**config.mk**
```make
export PLATFORM = sky130hd
export DESIGN_NAME = mem_port_arbiter
export DESIGN_NICKNAME = d
export VERILOG_FILES = /design/src/rtl/mem_port_arbiter_pkg.sv /design/src/rtl/wait_timer.sv /design/src/rtl/mem_port_arbiter.sv
export SDC_FILE = /design/constraint.sdc
export NUM_CORES = 1
export LEC_CHECK = 0
export ABC_AREA = 1
export CORE_AREA = 3 3 107 109
export DETAILED_ROUTE_END_ITERATION = 12
export DIE_AREA = 0 0 110 112
export PLACE_DENSITY = 0.74
export SYNTH_ARGS = -nofsm -noshare
export SYNTH_HDL_FRONTEND = slang
export SYNTH_SLANG_ARGS = --single-unit
export TNS_END_PERCENT = 30
```
**constraint.sdc**
```tcl
create_clock -name clk_i -period 3.1 [get_ports clk_i]
set_clock_uncertainty 0.15 [all_clocks]
set_input_delay 0.62 -clock clk_i [delete_from_list [all_inputs] [get_ports clk_i]]
set_output_delay 0.62 -clock clk_i [all_outputs]
set_load 0.1 [all_outputs]
```
**src/rtl/mem_port_arbiter_pkg.sv**
```systemverilog
// Shared types for the IF/LSU memory port arbiter: FSM states and owner encoding.
package mem_port_arbiter_pkg;

    typedef enum logic [1:0] {
        IDLE   = 2'd0,
        BUSY_I = 2'd1,
        BUSY_D = 2'd2
    } arb_state_e;

    localparam logic OWNER_IF  = 1'b0;
    localparam logic OWNER_LSU = 1'b1;

endpackage

```
**src/rtl/wait_timer.sv**
```systemverilog
// Watchdog for an outstanding memory transaction; expired is combinational in the
// TIMEOUT-th enabled cycle after clr. TIMEOUT = 0 never expires.
module wait_timer #(
    parameter int TIMEOUT = 255
) (
    input  logic clk_i,
    input  logic rst_i,
    input  logic clr,
    input  logic en,
    output logic expired
);

    localparam int CW = (TIMEOUT > 0) ? $clog2(TIMEOUT + 1) : 1;
    localparam logic [CW-1:0] LIMIT = CW'(TIMEOUT);

    logic [CW-1:0] cnt_q, cnt_d, cnt_inc;

    always_comb begin
        cnt_inc = cnt_q + 1'b1;
        cnt_d   = cnt_q;
        if (clr) begin
            cnt_d = '0;
        end else if (en) begin
            cnt_d = cnt_inc;
        end
        // The current busy cycle counts towards the limit.
        expired = en && (TIMEOUT != 0) && (cnt_inc == LIMIT);
    end

    always_ff @(posedge clk_i) begin
        if (rst_i) begin
            cnt_q <= '0;
        end else begin
            cnt_q <= cnt_d;
        end
    end

endmodule

```
**src/rtl/mem_port_arbiter.sv**
```systemverilog
// Shares one memory port between fetch and LSU, one transaction at a time, LSU first.
// Grant and response are combinational pass-throughs; requesters hold req until gnt.
module mem_port_arbiter
    import mem_port_arbiter_pkg::*;
#(
    parameter int DATA_WIDTH = 32,
    parameter int ADDR_WIDTH = 32,
    parameter int TIMEOUT    = 255
) (
    input  logic                    clk_i,
    input  logic                    rst_i,
    input  logic                    if_req_i,
    input  logic [ADDR_WIDTH-1:0]   if_addr_i,
    input  logic                    if_flush_i,
    output logic                    if_gnt_o,
    output logic                    if_rvalid_o,
    output logic [DATA_WIDTH-1:0]   if_rdata_o,
    input  logic                    lsu_req_i,
    input  logic                    lsu_we_i,
    input  logic [DATA_WIDTH/8-1:0] lsu_be_i,
    input  logic [ADDR_WIDTH-1:0]   lsu_addr_i,
    input  logic [DATA_WIDTH-1:0]   lsu_wdata_i,
    output logic                    lsu_gnt_o,
    output logic                    lsu_rvalid_o,
    output logic [DATA_WIDTH-1:0]   lsu_rdata_o,
    output logic                    mem_req_o,
    output logic                    mem_we_o,
    output logic [DATA_WIDTH/8-1:0] mem_be_o,
    output logic [ADDR_WIDTH-1:0]   mem_addr_o,
    output logic [DATA_WIDTH-1:0]   mem_wdata_o,
    input  logic                    mem_gnt_i,
    input  logic                    mem_rvalid_i,
    input  logic [DATA_WIDTH-1:0]   mem_rdata_i,
    output logic                    stall_o,
    output logic                    err_o
);

    arb_state_e            state_q, state_d;
    logic                  drop_q, drop_d;
    logic                  timer_clr, timer_en, expired;
    logic                  sel_lsu, sel_if, owner, drop_now;
    logic                  rsp_vld, if_vld, lsu_vld;
    logic [DATA_WIDTH-1:0] rsp_dat;

    wait_timer #(.TIMEOUT(TIMEOUT)) u_wait_timer (
        .clk_i   (clk_i),
        .rst_i   (rst_i),
        .clr     (timer_clr),
        .en      (timer_en),
        .expired (expired)
    );

    always_comb begin
        state_d     = state_q;
        mem_req_o   = 1'b0;
        mem_we_o    = 1'b0;
        mem_be_o    = '0;
        mem_addr_o  = '0;
        mem_wdata_o = '0;
        if_gnt_o    = 1'b0;
        lsu_gnt_o   = 1'b0;
        rsp_vld     = 1'b0;
        rsp_dat     = '0;
        err_o       = 1'b0;
        timer_clr   = (state_q == IDLE);
        timer_en    = 1'b0;
        sel_lsu     = lsu_req_i;
        // A fetch on a flushed path is never started.
        sel_if      = !lsu_req_i && if_req_i && !if_flush_i;
        owner       = (state_q == BUSY_D) ? OWNER_LSU : OWNER_IF;
        drop_now    = drop_q || if_flush_i;

        case (state_q)
            IDLE: begin
                if (sel_lsu) begin
                    mem_req_o   = 1'b1;
                    mem_we_o    = lsu_we_i;
                    mem_be_o    = lsu_be_i;
                    mem_addr_o  = lsu_addr_i;
                    mem_wdata_o = lsu_wdata_i;
                    lsu_gnt_o   = mem_gnt_i;
                    if (mem_gnt_i) state_d = BUSY_D;
                end else if (sel_if) begin
                    mem_req_o  = 1'b1;
                    mem_be_o   = '1;
                    mem_addr_o = if_addr_i;
                    if_gnt_o   = mem_gnt_i;
                    if (mem_gnt_i) state_d = BUSY_I;
                end
            end
            BUSY_I, BUSY_D: begin
                timer_en = 1'b1;
                if (mem_rvalid_i) begin
                    rsp_vld = 1'b1;
                    rsp_dat = mem_rdata_i;
                    state_d = IDLE;
                end else if (expired) begin
                    rsp_vld = 1'b1;
                    err_o   = 1'b1;
                    state_d = IDLE;
                end
            end
            default: state_d = IDLE;
        endcase

        drop_d       = (state_q == BUSY_I) && !rsp_vld && drop_now;
        if_vld       = rsp_vld && (owner == OWNER_IF) && !drop_now;
        lsu_vld      = rsp_vld && (owner == OWNER_LSU);
        if_rvalid_o  = if_vld;
        if_rdata_o   = if_vld ? rsp_dat : '0;
        lsu_rvalid_o = lsu_vld;
        lsu_rdata_o  = lsu_vld ? rsp_dat : '0;
        stall_o      = lsu_req_i && !lsu_rvalid_o;
    end

    always_ff @(posedge clk_i) begin
        if (rst_i) begin
            state_q <= IDLE;
            drop_q  <= 1'b0;
        end else begin
            state_q <= state_d;
            drop_q  <= drop_d;
        end
    end

endmodule

```
# [Word level (Yosys, flattened, before mapping)]
# Index checks and enable logic that the tools add are counted.
[word_totals] ff_bits=11 input_bits=140 output_inout_bits=140 word_cells=66
[classes] n_addsub=1 eq_ne=6 mux=36 n_bitwise=1 n_reduce_logical=19
[op_table] cell="32-bit two-way mux" count=9
[op_table] cell="1-bit two-way mux" count=17
[op_table] cell="2-bit two-way mux" count=6
[op_table] cell="4-bit two-way mux" count=3
[op_table] cell="1-bit logical AND" count=9
[op_table] cell="8-bit by 1-bit adder with 8-bit output, second input constant" count=1
[op_table] cell="8-bit == test, second input constant" count=1
[op_table] cell="1-bit zero test" count=5
[op_table] cell="2-bit case mux with 2 select lines" count=1
[op_table] cell="2-bit OR reduction" count=2
[op_table] cell="3-bit by 2-bit != test with 1-bit output, second input constant" count=1
[op_table] cell="3-bit != test, second input constant" count=1
[op_table] cell="3-bit AND reduction" count=1
[op_table] cell="2-bit by 1-bit == test with 1-bit output, second input constant" count=1
[op_table] cell="2-bit == test, second input constant" count=1
[op_table] cell="2-bit zero test" count=1
[op_table] cell="2-bit != test, second input constant" count=1
[op_table] cell="1-bit logical OR" count=1
[op_table] cell="1-bit NOT" count=1

# [Longest topological paths before layout]
# Gate-level depths: netlist (run 1).
[logic_depth] depth_word=10 depth_mapped=11 mapped_depth_nobuf=11

# [By module]
# A second synthesis (run 1) with hierarchy kept.
[hier_totals] hier_cells=386 area_unflattened_um2=1910.6
[modules_own_cells] module="mem_port_arbiter" n_inst=1 cells_per_inst=311 area_each_um2=1421.4 seq_area_each_um2=60.1
[modules_own_cells] module="wait_timer" n_inst=1 cells_per_inst=75 area_each_um2=489.2 seq_area_each_um2=160.2

# [Worst setup path before layout (run 1)]
# No wires, ideal clock.
[synth_path] path_kind="in2out" from="input port if_flush_i" to="output port mem_be_o[3]" arrival_ns=3.005 required_ns=2.330 slack_ns=-0.675 cell_stages=6 path_buffers=0 path_cell_list="inv_1 -> nand2_1 -> clkinv_1 -> nor2_1 -> nor2_1 -> o21a_1"
[synth_via] elab_chain_cells=5
[synth_lines] item="start, declared" line_no="mem_port_arbiter.sv:14" text="input logic if_flush_i,"
[synth_lines] item="1-bit zero test" line_no="mem_port_arbiter.sv:69" text="sel_if = !lsu_req_i && if_req_i && !if_flush_i;"
[synth_lines] item="1-bit logical AND" line_no="mem_port_arbiter.sv:69"
[synth_lines] item="4-bit two-way mux" line_no="mem_port_arbiter.sv:83" text="end else if (sel_if) begin"
[synth_lines] item="4-bit two-way mux" line_no="mem_port_arbiter.sv:75" text="if (sel_lsu) begin"
[synth_lines] item="4-bit two-way mux" line_no="mem_port_arbiter.sv:73" text="case (state_q)"
[synth_lines] item="end, declared" line_no="mem_port_arbiter.sv:28" text="output logic [DATA_WIDTH/8-1:0] mem_be_o,"
# Every way passes these cells.

# [Worst setup path after layout (run 1)]
[layout_path] from="register u_wait_timer.cnt_q[1]" to="output port if_rdata_o[27]"
[layout_via] elab_chain_cells=9
[layout_lines] item="start, declared" line_no="wait_timer.sv:16" text="logic [CW-1:0] cnt_q, cnt_d, cnt_inc;"
[layout_lines] item="start signal, assigned" line_no="wait_timer.sv:34" text="cnt_q <= cnt_d;"
[layout_lines] item="8-bit by 1-bit adder with 8-bit output" line_no="wait_timer.sv:19" text="cnt_inc = cnt_q + 1'b1;"
[layout_lines] item="8-bit == test" line_no="wait_timer.sv:27" text="expired = en && (TIMEOUT != 0) && (cnt_inc == LIMIT);"
[layout_lines] item="1-bit logical AND" line_no="wait_timer.sv:27"
[layout_lines] item="1-bit two-way mux" line_no="mem_port_arbiter.sv:97" text="end else if (expired) begin"
[layout_lines] item="1-bit two-way mux" line_no="mem_port_arbiter.sv:93" text="if (mem_rvalid_i) begin"
[layout_lines] item="1-bit two-way mux" line_no="mem_port_arbiter.sv:73"
[layout_lines] item="1-bit logical AND (2 in series)" line_no="mem_port_arbiter.sv:107" text="if_vld = rsp_vld && (owner == OWNER_IF) && !drop_now;"
[layout_lines] item="32-bit two-way mux" line_no="mem_port_arbiter.sv:110" text="if_rdata_o = if_vld ? rsp_dat : '0;"
[layout_lines] item="end, declared" line_no="mem_port_arbiter.sv:17" text="output logic [DATA_WIDTH-1:0] if_rdata_o,"
# Every way passes these cells.

==> results of run 1 <==
==> power by group <==
group | internal (uW) | switching [uW]
sequential | 179 | 36.2
combinational | 1440 | 3030
clock | 90.6 | 57.4
==> synth_stat cells <==
| master | number |
|---|---|
| inv_1 | 89 |
| o211ai_1 | 2 |
| dfxtp_1 | 11 |
| ha_1 | 5 |
| o21bai_1 | 2 |
| nand2_2 | 1 |
| xor2_1 | 1 |
| nand4_2 | 1 |
| buf_6 | 3 |
| nor2_2 | 22 |
| buf_1 | 4 |
| o21a_1 | 1 |
| clkinv_1 | 1 |
| nand2_1 | 92 |
| nor2_1 | 64 |
| nand3_4 | 1 |
| clkbuf_1 | 29 |
| nand4_1 | 32 |
| a21oi_1 | 8 |
| a211oi_1 | 1 |
| nand3_1 | 79 |
| o21ai_0 | 4 |
==> sequential cells by signal, summed over array words and instances, names as in the netlist <==
name,count
drop_q,1
state_q,2
u_wait_timer.cnt_q,8
==> per-stage QoR <==
| step | instance area [sq um] | total power [uW] |
|---|---|---|
| floorplan | 2250 | 2980 |
| global placement | 6600 | 4600 |
| detailed placement | 6600 | 4660 |
| CTS | 6640 | 4820 |
| global route | 6690 | 5020 |
| finish | 6690 | 4830 |
==> layout make-up <==
| type | count | area, sq um | share of cell area |
|---|---|---|---|
| repair buffers | 292 | 4330 | 0.647 |
| multi-input cells | 316 | 1580 | 0.237 |
| inverters | 90 | 338 | 0.0505 |
| flip-flops and latches | 11 | 223 | 0.0333 |
| well taps | 140 | 175 | 0.0262 |
| clock buffers | 4 | 45.0 | 0.00673 |
==> logic make-up after synthesis <==
group,Yosys count
simple gates,292
buf+inv,126
compound gates,18
flops,11
fa+ha+maj,5
xor+xnor,1
==> path summary, 6_finish.rpt <==
kind	endpoint	cells after the start	slack [ns]
worst max register to register	state_q[0]$_SDFFE_PP0P_	6	1.20
worst min-delay path	u_wait_timer.cnt_q[0]$_SDFFE_PP0N_	2	0.35
worst max-delay path	if_rdata_o[27]	10	0.08
worst min register to register	u_wait_timer.cnt_q[0]$_SDFFE_PP0N_	2	0.35
==> tightest hold or removal path, delay by kind of cell, from the launching register on <==
kind	cells	cell delay, ns
flops	1	0.33
compound gates	1	0.06
simple gates	1	0.06
==> per-layer routing <==
metal	GRT usage	vias to the layer above
li1	-	1934
met1	0.211	1785
met2	0.354	214
met3	0.0638	36
met4	0.0889	0
met5	0	-
==> results.py, run 1 <==
metrics = {
    "status": {
        "outcome": "complete, no violations",
    },
    "yosys": {
        "synth.yosys.seq_area_share": 0.0980,
        "avgSynthCellArea_sq_um": 4.96,
        "post_synth_fa_ha_maj_area_fraction": 0.0278,
        "synthMuxAreaShare": 0,
        "synth_simple_gate_area_frac": 0.603,
        "synth-xor-area-share": 0.00390,
        "synth.area.top_cells": "nand3_1, nand2_1, inv_1",
        "nets_in_the_synthesized_netlist": 598,
        "ys_warn_count": 0,
        "synth_largest_area_cell": "nand3_1",
        "largest_family_of_logic_cells_by_synthesized_area": "simple AND/OR/NAND/NOR gates",
        "synth.ff_latch_count": 11,
        "post-synth-top-area-fraction": 0.176,
        "post_synth_inst_count": 453,
        "synth_cell_type_count": 22,
        "syn-cell-area_sq_um": 2250,
        "synth_compound_gate_area_share": 0.0468,
    },
    "floorplanning": {
        "start_util": 0.210,
        "rows": 38,
        "chipWidth_um": 110,
        "number_of_placed_i_o_pins": 280,
        "dieHeight_um": 112,
        "fp.coreArea_sq_um": 10700,
        "fp.dieArea_sq_um": 12300,
    },
    "clocking": {
        "tritoncts": "done",
        "cts.repair_timing.setup_buffer_count": 0,
        "holdBufCountCts": 0,
        "ctsRootBufferMaster": "clkbuf_8",
        "cts_sinks": 11,
        "cts_max_level": 1,
        "cts_made_buffers": 3,
        "clk_latency_ns": 0.24,
        "clock_tree.buffer_depth": 2,
        "reg_clk_slew_reported_paths_ns": 0.05,
        "cts.repair.resized": 0,
    },
    "grt": {
        "overflow": 0,
        "grt_max_degree": 35,
        "grt_first_pass_wirelength_mm": 19.9,
        "grt_use_total": 0.200,
        "number_of_antenna_violations_at_the_first_check_in_global_routing": 0,
        "via_count_of_the_first_global_routing_pass": 3928,
    },
    "timing": {
        "slew-limit-headroom": 0.708,
        "achievable-frequency_ghz": 0.331,
        "worstMarginPinSlew_ns": 0.434,
        "slew_violations": 0,
        "grt_setup_unrepaired": "true",
        "fin_tns_setup_ns": 0,
        "finalSetupViolCount": 0,
        "period_share": 0.974,
        "hold-worst-slack_ns": 0.345,
        "timing.final.hold_violations": 0,
        "timing.final.ws_setup_ns": 0.0817,
        "finalWorstPathRequiredPeriod_ns": 3.02,
    },
    "critical_path": {
        "critPathKind": "flip-flop to primary output",
        "cpLargestDelayFamily": "simple AND/OR/NAND/NOR gates",
        "peak_fanout_along_the_critical_path": 33,
        "cp-startpoint": "u_wait_timer.cnt_q[1]$_SDFFE_PP0N_",
        "critical_path_s_slowest_cell": "dfxtp_2",
        "cp-end-kind": "primary output",
        "cp.required_ns": 2.33,
        "regToRegStartpoint": "state_q[0]$_SDFFE_PP0P_",
        "worstSetupStartpointType": "flip-flop",
        "max_stage_delay_ns": 0.36,
        "critPathArrivalTime_ns": 2.25,
        "worst_path_cell_trace": "ha_1, nand3_1, xor2_1, nor2_2, nand4_2, nand2_2, nand3_4, buf_12, nor2_2, buf_12",
        "critPathBufInv": 2,
    },
    "routing": {
        "initialDrtViolationCount": 377,
        "wl_met1_mm": 4.52,
        "routed-via-count": 3969,
        "antenna_violating_nets_post_route": 0,
        "met3_wirelength_mm": 1.42,
        "detail_route.first_pass.iterations": 4,
        "route.detailed.vias_per_inst": 4.65,
        "drc_errors": 0,
        "routed.top_layer": "met4",
        "drt_wl_total_mm": 13.1,
        "wl_met2_mm": 6.64,
        "avgRoutedWirePerCell_um": 15.4,
    },
    "placement": {
        "place.detailed.instances": 849,
        "post-place-ws_ns": 0.224,
        "detailedPlacementHpwl_mm": 11.3,
        "io_buffers": 279,
        "global_placement_routability_congestion": 0.880,
    },
    "power": {
        "power_density_nw_per_um2": 721,
        "static-leakage-power_uw": 0.00311,
        "ir_drop_uv": 450,
    },
    "layout": {
        "final.fill_count": 845,
        "layout-drive-gt1-share": 0.281,
        "final-instance-count-excl-fill": 853,
        "antennaDiodeCount": 0,
        "synthToLayoutAreaGrowth_pct": 198,
        "final_cell_mix": "buf_12, clkdlybuf4s50_1, nand2_1, inv_1, nand3_1",
        "nNetsFinal": 859,
        "mostFrequentLayoutCell": "buf_12",
        "final_util": 0.626,
    },
    "min_path": {
        "holdCritStartpoint": "u_wait_timer.cnt_q[0]$_SDFFE_PP0N_",
        "min_path_type": "flip-flop to flip-flop",
    },
    "flow_run": {
        "max_cap_violations": 0,
    },
}
Power figures use the tool's default switching activity.
==> inputs of run 2 (changes only) <==
--- a/config.mk
+++ b/config.mk
@@ -6,11 +6,12 @@
 export NUM_CORES = 1
 export LEC_CHECK = 0
 export ABC_AREA = 1
-export CORE_AREA = 3 3 107 109
+export CORE_AREA = 2 2 109 111
 export DETAILED_ROUTE_END_ITERATION = 12
-export DIE_AREA = 0 0 110 112
-export PLACE_DENSITY = 0.74
+export DIE_AREA = 0 0 111 113
+export PLACE_DENSITY = 0.67
 export SYNTH_ARGS = -nofsm -noshare
 export SYNTH_HDL_FRONTEND = slang
+export SYNTH_HIERARCHICAL = 1
 export SYNTH_SLANG_ARGS = --single-unit
 export TNS_END_PERCENT = 30
==> run 2 against run 1 <==
Core utilization down 5.4 points. Maximum frequency up 2.3%. Setup slack better by 0.067 ns. Register-to-register slack worse by 0.22 ns. First-iteration DRC count down 41%. Flip-flop and latch count unchanged. Critical endpoint is now mem_addr_o[23]. Synthesized cell count down 15%. Critical path type is now input port to primary output.
==> results.py, run 2 <==
metrics = {
    "status": {
        "outcome": "complete, no violations",
    },
    "routing": {
        "wl_met2_mm": 7.24,
        "wl_met1_mm": 4.98,
        "drc_errors": 0,
        "routed-via-count": 3411,
        "antenna_violating_nets_post_route": 0,
        "routed.top_layer": "met4",
        "met3_wirelength_um": 758,
        "route.detailed.vias_per_inst": 4.27,
        "avgRoutedWirePerCell_um": 16.4,
        "initialDrtViolationCount": 222,
        "detail_route.first_pass.iterations": 7,
        "drt_wl_total_mm": 13.1,
    },
    "yosys": {
        "syn-cell-area_sq_um": 1910,
        "synth_simple_gate_area_frac": 0.495,
        "nets_in_the_synthesized_netlist": 532,
        "avgSynthCellArea_sq_um": 4.95,
        "post_synth_inst_count": 386,
        "edff_count_synth": 0,
        "synth-xor-area-share": 0.0138,
        "synth_cell_type_count": 24,
        "post_synth_fa_ha_maj_area_fraction": 0.0393,
        "share_of_synthesized_flip_flops_with_an_asynchronous_set_or_reset": 0,
        "synth_compound_gate_area_share": 0.165,
        "synth_top_cells_by_count": "nor2_1, nand2_1, inv_1, a22oi_1, buf_2",
        "synth.area.top_cells": "nor2_1, a22oi_1, nand2_1",
        "ys_warn_count": 6,
        "yosysMostFrequentCell": "nor2_1",
        "synth.ff_latch_count": 11,
        "synthMuxAreaShare": 0,
        "synth_largest_area_cell": "nor2_1",
        "synth.yosys.seq_area_share": 0.115,
        "post-synth-top-area-fraction": 0.322,
        "synth-main-ff-cell": "dfxtp_1",
        "largest_family_of_logic_cells_by_synthesized_area": "simple AND/OR/NAND/NOR gates",
    },
    "clocking": {
        "cts.repair_timing.setup_buffer_count": 0,
        "cts_sinks": 11,
        "cts_made_buffers": 3,
        "clk_latency_ns": 0.24,
        "tritoncts": "done",
        "clock_tree.buffer_depth": 2,
        "ctsRootBufferMaster": "clkbuf_16",
        "reg_clk_slew_reported_paths_ns": 0.04,
        "cts_max_level": 1,
    },
    "layout": {
        "nNetsFinal": 802,
        "largest_register_ff_count": 8,
        "antennaDiodeCount": 0,
        "layout-drive-gt1-share": 0.290,
        "mostFrequentLayoutCell": "buf_12",
        "largest_registers": "u_wait_timer/cnt_q (8), state_q (2), drop_q (1)",
        "regMostFlops": "u_wait_timer/cnt_q",
        "final_cell_mix": "buf_12, clkdlybuf4s50_1, nor2_1, nand2_1, inv_1",
        "post_route_cell_area_sq_um": 6450,
        "synthToLayoutAreaGrowth_pct": 237,
    },
    "timing": {
        "achievable-frequency_ghz": 0.339,
        "finalWorstPathRequiredPeriod_ns": 2.95,
        "period_share": 0.952,
        "grt_setup_unrepaired": "false",
        "slew-limit-headroom": 0.739,
        "hold-worst-slack_ns": 0.369,
        "finalSetupViolCount": 0,
        "timing.final.hold_violations": 0,
        "slew_violations": 0,
        "worstMarginPinSlew_ns": 0.391,
        "timing.final.ws_setup_ns": 0.149,
    },
    "grt": {
        "grt_first_pass_wirelength_mm": 19.7,
        "grt_use_total": 0.197,
        "overflow": 0,
        "number_of_antenna_violations_at_the_first_check_in_global_routing": 0,
        "grt_max_degree": 34,
        "via_count_of_the_first_global_routing_pass": 3390,
    },
    "floorplanning": {
        "rows": 39,
        "number_of_placed_i_o_pins": 280,
        "fp.coreArea_sq_um": 11300,
        "start_util": 0.169,
        "fp.dieArea_sq_um": 12500,
        "chipWidth_um": 111,
        "dieHeight_um": 113,
    },
    "critical_path": {
        "critical_path.most_common_cell": "buf_12",
        "cp-startpoint": "if_flush_i",
        "cp-end-kind": "primary output",
        "critPathKind": "input port to primary output",
        "cpLargestDelayFamily": "buffers and inverters",
        "critical_path_s_slowest_cell": "clkdlybuf4s50_1",
        "peak_fanout_along_the_critical_path": 32,
        "max_stage_delay_ns": 0.49,
        "regToRegStartpoint": "u_wait_timer/cnt_q[1]$_SDFFE_PP0P_",
        "cp.required_ns": 2.33,
        "worst_path_cell_trace": "clkdlybuf4s50_1, inv_1, nand2_1, nor2_2, buf_12, a22oi_1, nor2_1, buf_12",
        "r2r-end": "state_q[0]$_SDFFE_PP0P_",
        "worstSetupStartpointType": "input port",
        "reg2reg_slack_ns": 0.98,
        "critPathBufInv": 4,
        "ff2ff_path_depth": 14,
        "critPathArrivalTime_ns": 2.18,
    },
    "flow_run": {
        "max_cap_violations": 0,
    },
    "placement": {
        "post-place-ws_ns": 0.101,
        "global_placement_routability_congestion": 0.887,
        "detailedPlacementHpwl_mm": 11.1,
        "io_buffers": 279,
        "post_place_instance_area_sq_um": 6360,
    },
    "min_path": {
        "timing.hold.worst_path_depth": 2,
        "holdCritStartpoint": "state_q[0]$_SDFFE_PP0P_",
        "min_path_type": "flip-flop to flip-flop",
        "min_to": "state_q[0]$_SDFFE_PP0P_",
    },
    "power": {
        "ir_drop_uv": 561,
        "power_density_nw_per_um2": 908,
        "static-leakage-power_uw": 0.00272,
    },
}
==> run 2: cell count changes in the layout (fill, tap and decap cells not counted), sizes merged, moves of 29 or more <==
cell,before,now
nor2,86,169
nand3,80,5
inv,89,54
a22oi,0,32
nand4,33,2
nand2,93,64
==> run 2: kinds of logic (layout without fill, tap and decap cells) <==
group,Yosys count,after routing
simple gates,242,242
buf+inv,78,347
compound gates,46,46
flops,11,11
fa+ha+maj,6,6
xor+xnor,3,3
==> run 2: through the flow <==
stage | utilization | instances | total power [uW] | TNS [ns]
final | 0.572 | 798 | 5860 | 0
after global routing | 0.572 | 798 | 6050 | 0
after CTS | 0.572 | 798 | 5870 | 0
after detailed placement | 0.565 | 794 | 5620 | 0
after global placement | 0.565 | 794 | 5590 | 0
after floorplan | - | 386 | 3570 | -4.28
==> run 2: routing by layer <==
layer | up-vias | track usage
li1 | 1723 | -
met5 | - | 0
met2 | 135 | 0.389
met3 | 6 | 0.0391
met4 | 0 | 0.0167
met1 | 1547 | 0.226
==> run 2: final cells by class <==
type / count / area [sq um]
multi-input cells: 297 / 1450
flip-flops and latches: 11 / 220
clock inverters: 1 / 5.00
well taps: 143 / 179
clock buffers: 3 / 75.1
fillers: 982 / 4820
repair buffers: 288 / 4310
inverters: 55 / 206
==> run 2: timing repair <==
action / in CTS / in global routing
endpoints found under the setup margin: 0 / 8
hold buffers: 0 / 0
gates resized for setup: 0 / 3
==> run 2: worst max path at each step <==
| stage | end | slack [ns] | depth (start not counted) |
|---|---|---|---|
| global placement | mem_req_o | 0.14 | 5 |
| detailed placement | mem_be_o[0] | 0.10 | 5 |
| global route | mem_addr_o[5] | 0.02 | 8 |
| floorplan | if_gnt_o | -0.33 | 3 |
| finish | mem_addr_o[23] | 0.15 | 8 |
| CTS | stall_o | 0.02 | 12 |
==> run 2: power by group <==
group          total, uW  leakage (uW)  switching [uW]  internal, uW
Combinational       5390       0.00259            3680          1720
Clock                239     0.0000409            67.9           171
Sequential           224     0.0000895            40.0           184
==> run 2: worst min-delay path: stages (launching register included) <==
cell	delay, ns
dfxtp_1	0.32
nor2_1	0.10
nor2_1	0.05
